--- src/rtl/ibram_pingpong_scheduler_if.sv ---
// Bundle between the ping-pong scheduler, the two iwrite controllers and the ibram read controller.
// Handshake: the reader takes a half when rd_valid && rd_ready on a rising edge; rd_valid is held until then.
interface ibram_pingpong_scheduler_if #(
  parameter int WR_LEN_W = 8,
  parameter int RD_LEN_W = 12
);
  logic [1:0]          wr_req;
  logic [1:0]          wr_gnt;
  logic                wr_half;
  logic                wr_done;
  logic [WR_LEN_W-1:0] wr_len;
  logic                rd_valid;
  logic                rd_half;
  logic [RD_LEN_W-1:0] rd_len;
  logic                rd_ready;
  logic                rd_done;
  logic [1:0]          half_full;
  logic                busy;
  logic                len_err;
  logic [0:0]          arb_state;

  modport master (
    input  wr_req, wr_done, wr_len, rd_ready, rd_done,
    output wr_gnt, wr_half, rd_valid, rd_half, rd_len, half_full, busy, len_err, arb_state
  );

  modport slave (
    output wr_req, wr_done, wr_len, rd_ready, rd_done,
    input  wr_gnt, wr_half, rd_valid, rd_half, rd_len, half_full, busy, len_err, arb_state
  );
endinterface

--- src/rtl/ibram_pingpong_scheduler.sv ---
// Owns the ping/pong halves of the input-activation BRAM: arbitrates the two writers,
// offers filled halves to the reader in fill order and recycles them on rd_done.
module ibram_pingpong_scheduler #(
  parameter int WRITE_WIDTH = 128,
  parameter int WRITE_DEPTH = 128,
  parameter int READ_WIDTH  = 8,
  parameter int READ_DEPTH  = WRITE_WIDTH * WRITE_DEPTH / READ_WIDTH
) (
  input logic                    clk,
  input logic                    rst,
  ibram_pingpong_scheduler_if.master bus
);
  localparam int WL_W  = $clog2(WRITE_DEPTH) + 1;
  localparam int RL_W  = $clog2(READ_DEPTH) + 1;
  localparam int SHIFT = $clog2(WRITE_WIDTH / READ_WIDTH);
  localparam logic [WL_W-1:0] DEPTH_LEN = WL_W'(WRITE_DEPTH);

  localparam logic [0:0] ARB_IDLE  = 1'b0;
  localparam logic [0:0] ARB_GRANT = 1'b1;

  localparam logic [1:0] H_EMPTY    = 2'd0;
  localparam logic [1:0] H_FILLING  = 2'd1;
  localparam logic [1:0] H_FULL     = 2'd2;
  localparam logic [1:0] H_DRAINING = 2'd3;

  logic [0:0]      arb_state;
  logic [1:0]      half_st [2];
  logic [WL_W-1:0] len_q [2];
  logic            wr_ptr;
  logic            rd_ptr;
  logic            last_gnt;
  logic [1:0]      gnt_q;
  logic            wr_half_q;
  logic            len_err_q;

  logic            rd_valid_c;
  logic            rd_take;
  logic            rd_free;
  logic            half_free;
  logic            win;
  logic [WL_W-1:0] wr_len_c;
  logic            len_over;

  always_comb begin
    rd_valid_c = (half_st[rd_ptr] == H_FULL);
    rd_take    = rd_valid_c && bus.rd_ready;
    rd_free    = bus.rd_done && (half_st[rd_ptr] == H_DRAINING);
    // A half released by the reader this cycle is already usable by the arbiter.
    half_free  = (half_st[wr_ptr] == H_EMPTY) || (rd_free && (rd_ptr == wr_ptr));
    win        = (&bus.wr_req) ? ~last_gnt : bus.wr_req[1];
    len_over   = (bus.wr_len > DEPTH_LEN);
    wr_len_c   = len_over ? DEPTH_LEN : bus.wr_len;
  end

  always_ff @(posedge clk or posedge rst) begin
    if (rst) begin
      arb_state  <= ARB_IDLE;
      half_st[0] <= H_EMPTY;
      half_st[1] <= H_EMPTY;
      len_q[0]   <= '0;
      len_q[1]   <= '0;
      wr_ptr     <= 1'b0;
      rd_ptr     <= 1'b0;
      last_gnt   <= 1'b1;
      gnt_q      <= 2'b00;
      wr_half_q  <= 1'b0;
      len_err_q  <= 1'b0;
    end else begin
      if (rd_take) half_st[rd_ptr] <= H_DRAINING;
      if (rd_free) begin
        half_st[rd_ptr] <= H_EMPTY;
        rd_ptr          <= ~rd_ptr;
      end
      // Writer-side updates come last so a grant on a just-freed half wins.
      case (arb_state)
        ARB_IDLE: begin
          if ((|bus.wr_req) && half_free) begin
            arb_state       <= ARB_GRANT;
            gnt_q           <= win ? 2'b10 : 2'b01;
            last_gnt        <= win;
            wr_half_q       <= wr_ptr;
            half_st[wr_ptr] <= H_FILLING;
          end
        end
        ARB_GRANT: begin
          if (bus.wr_done) begin
            arb_state <= ARB_IDLE;
            gnt_q     <= 2'b00;
            wr_half_q <= 1'b0;
            if (len_over) len_err_q <= 1'b1;
            if (bus.wr_len == '0) begin
              half_st[wr_ptr] <= H_EMPTY;
            end else begin
              half_st[wr_ptr] <= H_FULL;
              len_q[wr_ptr]   <= wr_len_c;
              wr_ptr          <= ~wr_ptr;
            end
          end
        end
        default: arb_state <= ARB_IDLE;
      endcase
    end
  end

  always_comb begin
    bus.wr_gnt    = gnt_q;
    bus.wr_half   = wr_half_q;
    bus.rd_valid  = rd_valid_c;
    bus.rd_half   = rd_ptr;
    bus.rd_len    = RL_W'(len_q[rd_ptr]) << SHIFT;
    bus.half_full = {half_st[1][1], half_st[0][1]};
    bus.busy      = (half_st[0] != H_EMPTY) || (half_st[1] != H_EMPTY) || (|gnt_q);
    bus.len_err   = len_err_q;
    bus.arb_state = arb_state;
  end
endmodule
--- src/flat_wrapper.sv ---
// flat-port wrapper written by rule: the top's interface ports become plain ports
module ibram_pingpong_scheduler_flat 
#(
  parameter int WRITE_WIDTH = 128,
  parameter int WRITE_DEPTH = 128,
  parameter int READ_WIDTH  = 8,
  parameter int READ_DEPTH  = WRITE_WIDTH * WRITE_DEPTH / READ_WIDTH
)
  (clk, rst, bus_wr_req, bus_wr_done, bus_wr_len, bus_rd_ready, bus_rd_done, bus_wr_gnt, bus_wr_half, bus_rd_valid, bus_rd_half, bus_rd_len, bus_half_full, bus_busy, bus_len_err, bus_arb_state);
  ibram_pingpong_scheduler_if bus_i ();
  input logic clk;
  input logic rst;
  input wire logic [$bits(bus_i.wr_req)-1:0] bus_wr_req;
  input wire logic [$bits(bus_i.wr_done)-1:0] bus_wr_done;
  input wire logic [$bits(bus_i.wr_len)-1:0] bus_wr_len;
  input wire logic [$bits(bus_i.rd_ready)-1:0] bus_rd_ready;
  input wire logic [$bits(bus_i.rd_done)-1:0] bus_rd_done;
  output wire logic [$bits(bus_i.wr_gnt)-1:0] bus_wr_gnt;
  output wire logic [$bits(bus_i.wr_half)-1:0] bus_wr_half;
  output wire logic [$bits(bus_i.rd_valid)-1:0] bus_rd_valid;
  output wire logic [$bits(bus_i.rd_half)-1:0] bus_rd_half;
  output wire logic [$bits(bus_i.rd_len)-1:0] bus_rd_len;
  output wire logic [$bits(bus_i.half_full)-1:0] bus_half_full;
  output wire logic [$bits(bus_i.busy)-1:0] bus_busy;
  output wire logic [$bits(bus_i.len_err)-1:0] bus_len_err;
  output wire logic [$bits(bus_i.arb_state)-1:0] bus_arb_state;
  assign bus_i.wr_req = bus_wr_req;
  assign bus_i.wr_done = bus_wr_done;
  assign bus_i.wr_len = bus_wr_len;
  assign bus_i.rd_ready = bus_rd_ready;
  assign bus_i.rd_done = bus_rd_done;
  assign bus_wr_gnt = bus_i.wr_gnt;
  assign bus_wr_half = bus_i.wr_half;
  assign bus_rd_valid = bus_i.rd_valid;
  assign bus_rd_half = bus_i.rd_half;
  assign bus_rd_len = bus_i.rd_len;
  assign bus_half_full = bus_i.half_full;
  assign bus_busy = bus_i.busy;
  assign bus_len_err = bus_i.len_err;
  assign bus_arb_state = bus_i.arb_state;
  ibram_pingpong_scheduler #(.WRITE_WIDTH(WRITE_WIDTH), .WRITE_DEPTH(WRITE_DEPTH), .READ_WIDTH(READ_WIDTH), .READ_DEPTH(READ_DEPTH)) u_core (.clk(clk), .rst(rst), .bus(bus_i));
endmodule
--- config.mk ---
export PLATFORM = sky130hd
export DESIGN_NAME = ibram_pingpong_scheduler_flat
export DESIGN_NICKNAME = d
export VERILOG_FILES = /design/src/rtl/ibram_pingpong_scheduler_if.sv /design/src/rtl/ibram_pingpong_scheduler.sv /design/src/flat_wrapper.sv
export SDC_FILE = /design/constraint.sdc
export NUM_CORES = 1
export LEC_CHECK = 0
export ABC_CLOCK_PERIOD_IN_PS = 1950
export BUFFER_PORTS_ARGS = -buffer_cell sky130_fd_sc_hd__buf_2
export CAP_MARGIN = 40
export CORE_MARGIN = 2
export CORE_UTILIZATION = 52
export DETAILED_ROUTE_END_ITERATION = 10
export PLACE_DENSITY = 0.76
export RECOVER_POWER = 100
export SLEW_MARGIN = 20
export SYNTH_ARGS = -nofsm -noshare
export SYNTH_HDL_FRONTEND = slang
export SYNTH_SLANG_ARGS = --single-unit
--- constraint.sdc ---
create_clock -name clk -period 1.95 [get_ports clk]
set_clock_uncertainty 0.2 [all_clocks]
set_input_delay 0 -clock clk [delete_from_list [all_inputs] [get_ports clk]]
set_output_delay 0 -clock clk [all_outputs]
set_load 0.02 [all_outputs]
; Word level (Yosys, flattened, before mapping)
; Index checks and enable logic that the tools add are counted.
[classes]
addsub = 0
n_mul = 0
div = 0
magnitude_cmp = 5
n_eq_ne = 5
shifts = 0
mux = 34
bitwise_logic = 18
reduce_logical = 20
[op_table]
columns = op, n
row1 = $mux 8, 5
row2 = $mux 2, 11
row3 = $mux 4, 5
row4 = $bwmux 16, 1
row5 = $and 4x4->4, 2
row6 = $demux 8 s1, 1
row7 = $gt 8x8->1 const B, 1
row8 = $logic_not 8->1, 1
row9 = $not 4->4, 2
row10 = $pmux 4 s2, 1
row11 = $logic_and 1x1->1, 6
row12 = $reduce_and 2->1, 3
row13 = $reduce_and 3->1, 2
row14 = $mux 1, 5
row15 = $not 1->1, 5
row16 = $and 2x2->2, 2
row17 = $demux 2 s1, 2
row18 = $eq 2x2->1 const B, 2
row19 = $ge 2x2->1 const B, 2
row20 = $lt 2x1->1 const B, 2
row21 = $not 1->2, 2
row22 = $not 2->2, 2
row23 = $or 2x2->2, 2
row24 = $or 4x4->4, 1
row25 = other kinds (9), 14
[totals]
reg_bits = 28
latchBits = 0
ram_bits = 0
mem_bits_ro = 0
in_bits = 15
word_cells = 93
mem_count = 0

; Longest topological paths before layout
; Gate-level depths: netlist of run 1.
[depth]
ltp_word = 13
mapped_depth = 6
depth_no_buf = 4

; Worst setup path before layout of run 1
; OpenSTA, ideal clock, no wires.
[synth_timing]
path_kind = register to register
startpoint = register u_core.rd_ptr, in the netlist u_core.bus.rd_half
endpoint = register u_core.last_gnt
arrival_ps = 1628
required_time_ps = 1668
slack_ps = 40
path_stages_with_launch = 7
cell_sequence = dfrtp_1 buf_2 and3_1 o211ai_1 a211o_1 buf_2 mux2_2
[synth_via]
elab_chain_len = 10
[synth_rtl]
columns = item, line
row1 = "start, declared", ibram_pingpong_scheduler.sv:30  ; logic rd_ptr;
row2 = "start signal, assigned", ibram_pingpong_scheduler.sv:72  ; rd_ptr <= ~rd_ptr;
row3 = $not 1->2 (implied by the code), ibram_pingpong_scheduler.sv:47  ; rd_free = bus.rd_done && (half_st[rd_ptr] == H_DRAINING);
row4 = $mux 2 (implied by the code) (3 in series), ibram_pingpong_scheduler.sv:47
row5 = $eq 2x2->1, ibram_pingpong_scheduler.sv:47
row6 = $logic_and 1x1->1, ibram_pingpong_scheduler.sv:47
row7 = $logic_and 1x1->1 (*), ibram_pingpong_scheduler.sv:49  ; half_free = (half_st[wr_ptr] == H_EMPTY) || (rd_free && (rd_ptr == wr_ptr));
row8 = $logic_or 1x1->1 (*), ibram_pingpong_scheduler.sv:49
row9 = $logic_and 1x1->1 (*), ibram_pingpong_scheduler.sv:77  ; if ((|bus.wr_req) && half_free) begin
row10 = $reduce_and 2->1 (no line) (*), n/a
row11 = "end signal, assigned", ibram_pingpong_scheduler.sv:80  ; last_gnt <= win;
row12 = "end, declared", ibram_pingpong_scheduler.sv:31  ; logic last_gnt;
; Every way passes the cells marked *; elsewhere a longest branch is shown, timed or not. The select of a mux whose other input is x is not followed.
; A chain may end at the register's enable or synchronous reset.

; Worst setup path after layout of run 1
[layout_timing]
startpoint = input port bus_wr_len[1]
endpoint = register u_core.len_q[12] (netlist name)
[layout_via]
elab_chain_len = 3
[layout_rtl]
columns = item, line
row1 = "start, declared", flat_wrapper.sv:15  ; input wire logic [$bits(bus_i.wr_len)-1:0] bus_wr_len;
row2 = $gt 8x8->1 / $logic_not 8->1 (equally long branches), "ibram_pingpong_scheduler.sv:51, ibram_pingpong_scheduler.sv:91"
row3 = $mux 8 / $not 1->1 (equally long branches), n/a
row4 = $bwmux 16 / $reduce_and 3->1 (equally long branches), n/a
row5 = "end signal, assigned by index", ibram_pingpong_scheduler.sv:95  ; len_q[wr_ptr] <= wr_len_c;
row6 = "end, declared", ibram_pingpong_scheduler.sv:28  ; logic [WL_W-1:0] len_q [2];
; Parallel ways exist; a longest one is shown, timed or not.

==> flow_summary.yaml, run 1 <==
layout:
  finalNetCount: 213
  fin_area_sq_mm: 0.00182
  ff_latch_area_sq_um: 702
  multi_input_area_sq_um: 676
  diodes: 0
  drive_above_1_share: 0.244
  area_growth_pct: 23.9
  fillCellCount: 225
  utilization: 0.670
worst_setup_path:
  crit_path_start_kind: "primary input"
  path_max_fanout: 11
  critPathRequiredTime_ns: 1.99
  worstSetupPathType: "primary input to register"
  worst_ep_arrival_time_ns: 1.94
  worstReg2RegStart: "u_core.bus.rd_half"
  startpoint: "bus_wr_len[1]"
  endpoint_kind: "register"
cts:
  clock-sinks: 28
  clock_latency_ns: 0.32
  cts-buffers-inserted: 3
  cts_tree: "built"
  clockBufferDepth: 2
  clk_pin_slew_ns: 0.14
  cts-root-buf: "clkbuf_4"
  cts.htree.levels: 1
drt:
  vias_per_cell: 5.55
  dr.pass1.iters: 4
  wirelength_microns: 3310
  postRouteAntennaNets: 0
  drt_iter0_drc: 45
  num_vias: 1265
  avgRoutedWirePerCell_microns: 14.5
  post-route-drc-count: 0
timing:
  slew_headroom: 0.526
  hold_viol: 0
  worstMarginPinSlew_ns: 0.712
  rsz0062_at_grt: "false"
  setup_violations: 0
  finalSetupTns_ns: 0
  fmax_ghz: 0.528
  finalCriticalPeriod_ns: 1.89
  drv_slew: 0
  fin_crit_sh: 0.970
floorplan:
  io_pins: 37
  rows: 19
  die_x_microns: 57.1
  fp.dieH_microns: 57.1
  coreArea_sq_mm: 0.00271
  dieArea_sq_mm: 0.00326
  start_util: 0.541
logic_synthesis:
  synthCells: 148
  synth-edff-count: 0
  yosys-top-cells-count: "dfrtp_1 (27), nand2_1 (26), o21ai_0 (21)"
  synthTopCellsByArea: "dfrtp_1 (46%), mux2_2 (7.7%), o21ai_0 (7.2%), nand2_1 (6.7%), buf_4 (3.6%)"
  async_reset_ff_frac: 1.00
  yosys_most_used_dff: "dfrtp_1"
  synth.top_cell.area_share: 0.461
  yosysTopAreaCell: "dfrtp_1"
  synth-seq-area-share: 0.479
  ys_seq_elements: 28
  ys_types: 40
  ys_warn_count: 0
  syn_avg_cell_area_sq_um: 9.91
  synth_most_common_cell: "dfrtp_1"
  synthesis.area_sq_mm: 0.00147
hold_path:
  hp-class: "primary input to register"
  hp-start: "bus_wr_req[1]"
placement:
  io_buffers: 32
  dpl_cell_area_sq_mm: 0.00164
  gp_congestion: 0.801
  hpwlAfterDp_microns: 2220
global_routing:
  grt_antenna_before_repair: 0
  grt_pass1_vias: 1156
  grt_first_pass_wirelength_microns: 5480
  globalRouteOverflowTotal: 0
  grt_max_degree: 29
  grt_usage: 0.214
run:
  cap_viol_max_count: 0
power:
  power_density_mw_per_mm2: 1490
  ir_drop_mv: 0.876
  leakagePower_nw: 0.850
outcome:
  status: "finished, final reports clean"
==> flip-flops by register name (all words and copies together) (netlist names) <==
signal                cells
u_core.bus.wr_gnt         2
u_core.wr_ptr             1
u_core.bus.arb_state      1
u_core.half_st            2
u_core.last_gnt           1
u_core.bus.wr_half        1
u_core.bus.rd_half        1
u_core.bus.len_err        1
u_core.bus.half_full      2
u_core.len_q             16
==> metrics by stage <==
stage                     worst slack [ns]  power (W)  hold slack, ns  cells
after floorplan                     0.0396    0.00207          -0.135    151
after global placement               0.152    0.00239          -0.126    208
after detailed placement            0.0649    0.00244          -0.116    208
after CTS                           0.0378    0.00271          0.0650    228
after global routing               0.00911    0.00290          0.0439    228
final                               0.0576    0.00270         0.00833    228
==> per-layer routing <==
layer / vias up / track usage / wire, microns / part of all wire
met4: 0 / 0.0764 / 27 / 0.0082
li1: 607 / - / - / -
met1: 614 / 0.312 / 1490 / 0.45
met5: - / 0 / 0 / 0
met2: 42 / 0.338 / 1650 / 0.50
met3: 2 / 0.0159 / 147 / 0.044
==> what timing repair did <==
item                                    CTS  global route
hold endpoints to repair                 55             0
hold buffers                             16             0
buffers inserted                          0             0
resized for setup                         0             3
endpoints found under the setup margin    0             2
==> placed cells by master (no fill, tap or decap), types with 2 or more instances in the layout <==
cell type,n
dfrtp_1,27
nand2_1,26
o21ai_0,22
dlygate4sd3_1,16
buf_2,14
clkbuf_1,11
mux2_2,10
clkbuf_2,10
nand2b_1,8
inv_1,4
nor2_1,4
conb_1,4
buf_4,4
mux2i_1,3
clkbuf_4,3
and3_1,2
o211ai_1,2
a32o_1,2
o21a_1,2
==> final timing paths <==
check	endpoint	slack, ns	cells past startpoint
hold / removal	u_core.bus.wr_half	0.008	4
setup / recovery	u_core.len_q[12]	0.06	7
max in group asynchronous	u_core.len_q[0]	0.91	4
hold reg to reg	u_core.bus.len_err	0.28	1
min in group asynchronous	u_core.bus.wr_gnt[0]	0.20	4
setup reg to reg	u_core.bus.wr_gnt[1]	0.08	5
==> logic make-up after synthesis <==
kind of cell | Yosys count | share of synthesized area
compound gates | 39 | 0.186
buf+inv | 17 | 0.0691
flops | 28 | 0.479
mux | 13 | 0.0973
other cells | 1 | 0.00256
simple gates | 50 | 0.166
==> where the power goes <==
group / total, W / internal (W) / switching, W
sequential: 0.00108 / 0.000854 / 0.000224
combinational: 0.00138 / 0.000595 / 0.000784
clock: 0.000243 / 0.0000801 / 0.000163
total: 0.00270 / 0.00153 / 0.00117
==> cell type report <==
class | count | share of cell area
flip-flops and latches | 28 | 0.386
multi-input cells | 106 | 0.372
repair buffers | 55 | 0.198
well taps | 31 | 0.0213
clock buffers | 4 | 0.0145
inverters | 4 | 0.00826
==> worst max-delay path, cell delays in order <==
cell,delay [ns]
dlygate4sd3_1,0.54
clkbuf_1,0.12
or4_4,0.59
o31ai_4,0.30
buf_4,0.22
nand2_1,0.08
o21ai_0,0.09
(Power assumes the default switching activity.)
==> inputs of run 2 (changes only) <==
--- a/config.mk
+++ b/config.mk
@@ -8,10 +8,12 @@
 export ABC_CLOCK_PERIOD_IN_PS = 1950
 export BUFFER_PORTS_ARGS = -buffer_cell sky130_fd_sc_hd__buf_2
 export CAP_MARGIN = 40
+export CELL_PAD_IN_SITES_DETAIL_PLACEMENT = 1
+export CELL_PAD_IN_SITES_GLOBAL_PLACEMENT = 2
 export CORE_MARGIN = 2
-export CORE_UTILIZATION = 52
+export CORE_UTILIZATION = 32
 export DETAILED_ROUTE_END_ITERATION = 10
-export PLACE_DENSITY = 0.76
+export PLACE_DENSITY = 0.77
 export RECOVER_POWER = 100
 export SLEW_MARGIN = 20
 export SYNTH_ARGS = -nofsm -noshare
==> run 2 against run 1 <==
Net effect: global-route usage down 5.2 points; die area is 58% higher; sequential cell count did not move; wire length grew 16%; critical endpoint is now u_core.bus.half_full[0].
==> flow_summary.yaml, run 2 (synthesis gave the netlist of run 1 again) <==
outcome:
  status: "finished, final reports clean"
drt:
  dr.pass1.iters: 4
  highest_layer: "met4"
  drt_iter0_drc: 58
  dr_wl_met2_microns: 1850
  wirelength_microns: 3830
  wl_met1_microns: 1830
  vias_per_cell: 4.90
  avgRoutedWirePerCell_microns: 15.4
  post-route-drc-count: 0
  num_vias: 1221
  routed-wl-met3_microns: 124
  postRouteAntennaNets: 0
global_routing:
  globalRouteOverflowTotal: 0
  grt_pass1_vias: 1303
  grt_max_degree: 17
  grt_antenna_before_repair: 0
  grt_usage: 0.161
  grt_first_pass_wirelength_microns: 6480
timing:
  worstMarginPinSlew_ns: 0.778
  drv_slew: 0
  finalSetupTns_ns: 0
  hold_viol: 0
  finalCriticalPeriod_ns: 1.88
  fmax_ghz: 0.533
  fin_crit_sh: 0.962
  rsz0062_at_grt: "false"
  slew_headroom: 0.482
  setup_violations: 0
worst_setup_path:
  path_max_fanout: 5
  worstSetupPathType: "primary input to register"
  critPathRequiredTime_ns: 1.92
  endpoint_kind: "register"
  crit_path_start_kind: "primary input"
  worst_ep_arrival_time_ns: 1.85
  worstReg2RegStart: "u_core.bus.rd_half"
  rrSetupSlack_ns: 0.11
  startpoint: "bus_wr_len[2]"
run:
  cap_viol_max_count: 0
floorplan:
  dieArea_sq_mm: 0.00514
  coreArea_sq_mm: 0.00438
  rows: 24
  io_pins: 37
  fp.dieH_microns: 71.7
  die_x_microns: 71.7
  start_util: 0.334
layout:
  regMostFlops: "u_core.len_q"
  area_growth_pct: 28.6
  drive_above_1_share: 0.213
  final_cell_mix: "nand2_1 (26), dfrtp_1 (26), o21ai_0 (20)"
  fin_area_sq_mm: 0.00189
  fillCellCount: 521
  largest_register_ffs: 16
  finalNetCount: 213
  ff_latch_area_sq_um: 703
  multi_input_area_sq_um: 679
  diodes: 0
cts:
  clk_pin_slew_ns: 0.10
  clockBufferDepth: 2
  cts_tree: "built"
  clock-sinks: 28
  cts_setup_buffers: 0
  clock_latency_ns: 0.27
  cts.htree.levels: 1
  cts-buffers-inserted: 3
  cts-root-buf: "clkbuf_8"
hold_path:
  hp-class: "primary input to register"
  hp-start: "bus_wr_len[1]"
placement:
  gp_congestion: 0.807
  dpl_cell_area_sq_mm: 0.00169
  io_buffers: 32
  hpwlAfterDp_microns: 2710
power:
  ir_drop_mv: 0.479
  leakagePower_nw: 0.848
  power_density_mw_per_mm2: 1570
  finalPower_w: 0.00295
## run 2: cell count changes in the layout (fill, tap and decap cells not counted), moves of 2 or more
| cell | delta |
|---|---|
| clkbuf_1 | +8 |
| clkbuf_8 | +3 |
| clkbuf_4 | -3 |
| clkbuf_2 | -10 |
| o21ai_1 | +2 |
| o21ai_0 | -2 |
## run 2: worst max-delay path, cell delays in order
cell,delay [ns]
dlygate4sd3_1,0.53
clkbuf_1,0.11
or4_4,0.57
o31ai_4,0.22
buf_6,0.15
o21ai_1,0.06
a31o_2,0.21
## run 2: report_power, final
group | total, W | switching, W | internal (W)
combinational | 0.00142 | 0.000833 | 0.000585
sequential | 0.00108 | 0.000217 | 0.000858
clock | 0.000461 | 0.000186 | 0.000275
total | 0.00295 | 0.00124 | 0.00172
## run 2: area by class of cell
cell class | instances | area share
Clock buffer | 3 | 0.0219
Clock inverter | 1 | 0.0159
Inverter | 4 | 0.00796
Multi-Input combinational cell | 106 | 0.360
Sequential cell | 28 | 0.373
Tap cell | 52 | 0.0345
Timing Repair Buffer | 55 | 0.186
## run 2: per-layer routing
layer | track usage | vias to the layer above
met1 | 0.225 | 593
met4 | 0.0440 | 0
met2 | 0.263 | 23
met5 | 0 | -
met3 | 0.0225 | 2
li1 | - | 603
## run 2: what timing repair did
item,4_1_cts,5_1_grt
hold endpoints to repair,37,0
endpoints found under the setup margin,0,12
gates resized for setup,0,5
hold buffers,15,0
## run 2: final timing paths
path / to / cells after the start
worst max-delay path: u_core.bus.half_full[0] / 7
max in group asynchronous: u_core.len_q[9] / 4
min in group asynchronous: u_core.bus.half_full[1] / 3
worst min register to register: u_core.len_q[5] / 2
worst min-delay path: u_core.bus.len_err / 4
worst max register to register: u_core.bus.wr_gnt[1] / 5
## run 2: stage by stage
stage          setup WS, ns  hold slack, ns  instances  utilization
2_1_floorplan        0.0396          -0.135        151            -
3_3_place_gp          0.202         -0.0904        230        0.385
3_5_place_dp          0.136         -0.0706        230        0.385
4_1_cts              0.0159        0.000845        249        0.436
5_1_grt              0.0110          0.0301        249        0.430
6_report             0.0739          0.0170        249        0.430
==> inputs of run 3 (changes only) <==
--- a/config.mk
+++ b/config.mk
@@ -6,11 +6,12 @@
 export NUM_CORES = 1
 export LEC_CHECK = 0
 export ABC_CLOCK_PERIOD_IN_PS = 1950
-export BUFFER_PORTS_ARGS = -buffer_cell sky130_fd_sc_hd__buf_2
+export BUFFER_PORTS_ARGS = -buffer_cell sky130_fd_sc_hd__clkbuf_2
 export CAP_MARGIN = 40
 export CELL_PAD_IN_SITES_DETAIL_PLACEMENT = 1
 export CELL_PAD_IN_SITES_GLOBAL_PLACEMENT = 2
-export CORE_MARGIN = 2
+export CORE_ASPECT_RATIO = 0.5
+export CORE_MARGIN = 5
 export CORE_UTILIZATION = 32
 export DETAILED_ROUTE_END_ITERATION = 10
 export PLACE_DENSITY = 0.77
==> run 3 against run 2 <==
Net effect: the run now ends with hold timing left; via count decreased by 0.25%; core utilization is 0.18 points lower; global-route usage shrank 4.3 points; hold slack got worse by 0.018 ns; sequential cell count did not move; final cell count grew 2.0%; critical endpoint is now u_core.len_q[1]; fmax fell by 0.91%; worst setup slack worse by 0.017 ns; die area up 19%; largest cell class unchanged; count of clock-buffer cells in the layout grew 1; sequential share of layout area unchanged; critical path depth decreased by 1.
==> flow_summary.yaml, run 3 (synthesis gave the netlist of run 1 again) <==
outcome:
  status: "finished with violations"
  violations: "hold timing"
floorplan:
  start_util: 0.333
  fp.dieH_microns: 57.9
  dieArea_sq_mm: 0.00612
  io_pins: 37
  die_x_microns: 106
  rows: 17
  coreArea_sq_mm: 0.00440
worst_setup_path:
  cp.depth: 6
  ff2ff_path_depth: 5
  max_stage_delay_ns: 0.56
  worstSetupPathType: "primary input to register"
  path_max_fanout: 5
  worstReg2RegStart: "u_core.bus.rd_half"
  endpoint_kind: "register"
  cp_num_buf_inv: 3
  cp_cell_sequence: "dlygate4sd3_1 -> clkbuf_2 -> or4_4 -> o311ai_4 -> buf_4 -> o21ai_0"
  startpoint: "bus_wr_len[0]"
  cp_top_family: "buffers and inverters"
  critPathRequiredTime_ns: 1.90
  crit_path_start_kind: "primary input"
  slowest_stage: "or4_4"
  worst_ep_arrival_time_ns: 1.85
power:
  power_density_mw_per_mm2: 1510
  ir_drop_mv: 0.429
  finalPower_w: 0.00285
  leakagePower_nw: 0.886
timing:
  fin_crit_sh: 0.971
  setup_violations: 0
  finalSetupTns_ns: 0
  hold_viol: 1
  drv_slew: 0
  finalCriticalPeriod_ns: 1.89
  slew_headroom: 0.522
  fmax_ghz: 0.528
  layout_setup_ws_ns: 0.0566
  worstMarginPinSlew_ns: 0.717
  holdWs_ns: -0.00118
drt:
  wirelength_microns: 3540
  avgRoutedWirePerCell_microns: 13.9
  num_vias: 1218
  vias_per_cell: 4.80
  drt_iter0_drc: 13
  post-route-drc-count: 0
  dr.pass1.iters: 4
  postRouteAntennaNets: 0
global_routing:
  grt_antenna_before_repair: 0
  globalRouteOverflowTotal: 0
  grt_usage: 0.119
  grt_first_pass_wirelength_microns: 6000
  grt_max_degree: 29
  grt_pass1_vias: 1337
cts:
  clock_latency_ns: 0.27
  cts-buffers-inserted: 3
  clock-sinks: 28
  clockBufferDepth: 2
  cts-root-buf: "clkbuf_8"
  cts.htree.levels: 1
  cts_tree: "built"
  clk_pin_slew_ns: 0.09
placement:
  gp_congestion: 0.718
  io_buffers: 32
  hpwlAfterDp_microns: 2610
  pre_cts_ws_ns: 0.0676
layout:
  layout_commonest_cell: "clkbuf_2"
  fillCellCount: 521
  area_growth_pct: 28.6
  finalNetCount: 213
  regMostFlops: "u_core.len_q"
  utilization: 0.428
  largest_register_ffs: 16
  diodes: 0
  final_cell_mix: "clkbuf_2 (28), nand2_1 (26), dfrtp_1 (26)"
  drive_above_1_share: 0.284
  ff_latch_area_sq_um: 703
  multi_input_area_sq_um: 674
hold_path:
  hp-class: "primary input to register"
  whs_path_depth: 4
  hp-start: "bus_wr_len[1]"
run:
  cap_viol_max_count: 0
run 3: power by group:
group	total (W)	switching, W	internal [W]
logic	0.00141	0.000785	0.000623
registers	0.00109	0.000235	0.000858
clock network	0.000353	0.000172	0.000181
run 3: repair_timing:
| item | CTS | global route |
|---|---|---|
| hold buffers | 14 | 0 |
| gates resized for setup | 0 | 3 |
| setup buffers | 0 | 0 |
| endpoints found under the setup margin | 0 | 8 |
| hold endpoints to repair | 50 | 0 |
run 3: path summary, 6_finish.rpt:
path                                             end  slack (ns)
worst max register to register  u_core.bus.wr_gnt[0]        0.14
min in group asynchronous            u_core.len_q[6]        0.25
max in group asynchronous         u_core.bus.rd_half        0.80
worst min-delay path              u_core.bus.len_err      -0.001
worst max-delay path                 u_core.len_q[1]        0.06
worst min register to register    u_core.bus.len_err        0.28
run 3: worst reg2reg max path, cell delays in order (launching register included):
cell,delay [ns]
dfrtp_2,0.47
mux2_2,0.35
o211ai_1,0.09
a211o_1,0.25
buf_4,0.18
mux2i_1,0.19
run 3: stage by stage:
stage / instances / cell area (sq um)
after detailed placement: 236 / 1690
after global placement: 236 / 1690
after global routing: 254 / 1890
after CTS: 254 / 1890
final: 254 / 1890
after floorplan: 151 / 1480
run 3: per-layer routing:
metal / track usage / vias up / part of all wire
met5: 0 / - / 0
met2: 0.223 / 20 / 0.50
met3: 0.0334 / 2 / 0.041
li1: - / 604 / -
met1: 0.141 / 592 / 0.46
met4: 0.0166 / 0 / 0.0034
run 3: layout make-up:
| type | instances | share of cell area |
|---|---|---|
| inverter | 4 | 0.00796 |
| clock buffer | 4 | 0.0292 |
| timing repair buffer | 55 | 0.194 |
| multi-input combinational | 106 | 0.358 |
| sequential | 28 | 0.373 |
| tap | 57 | 0.0378 |
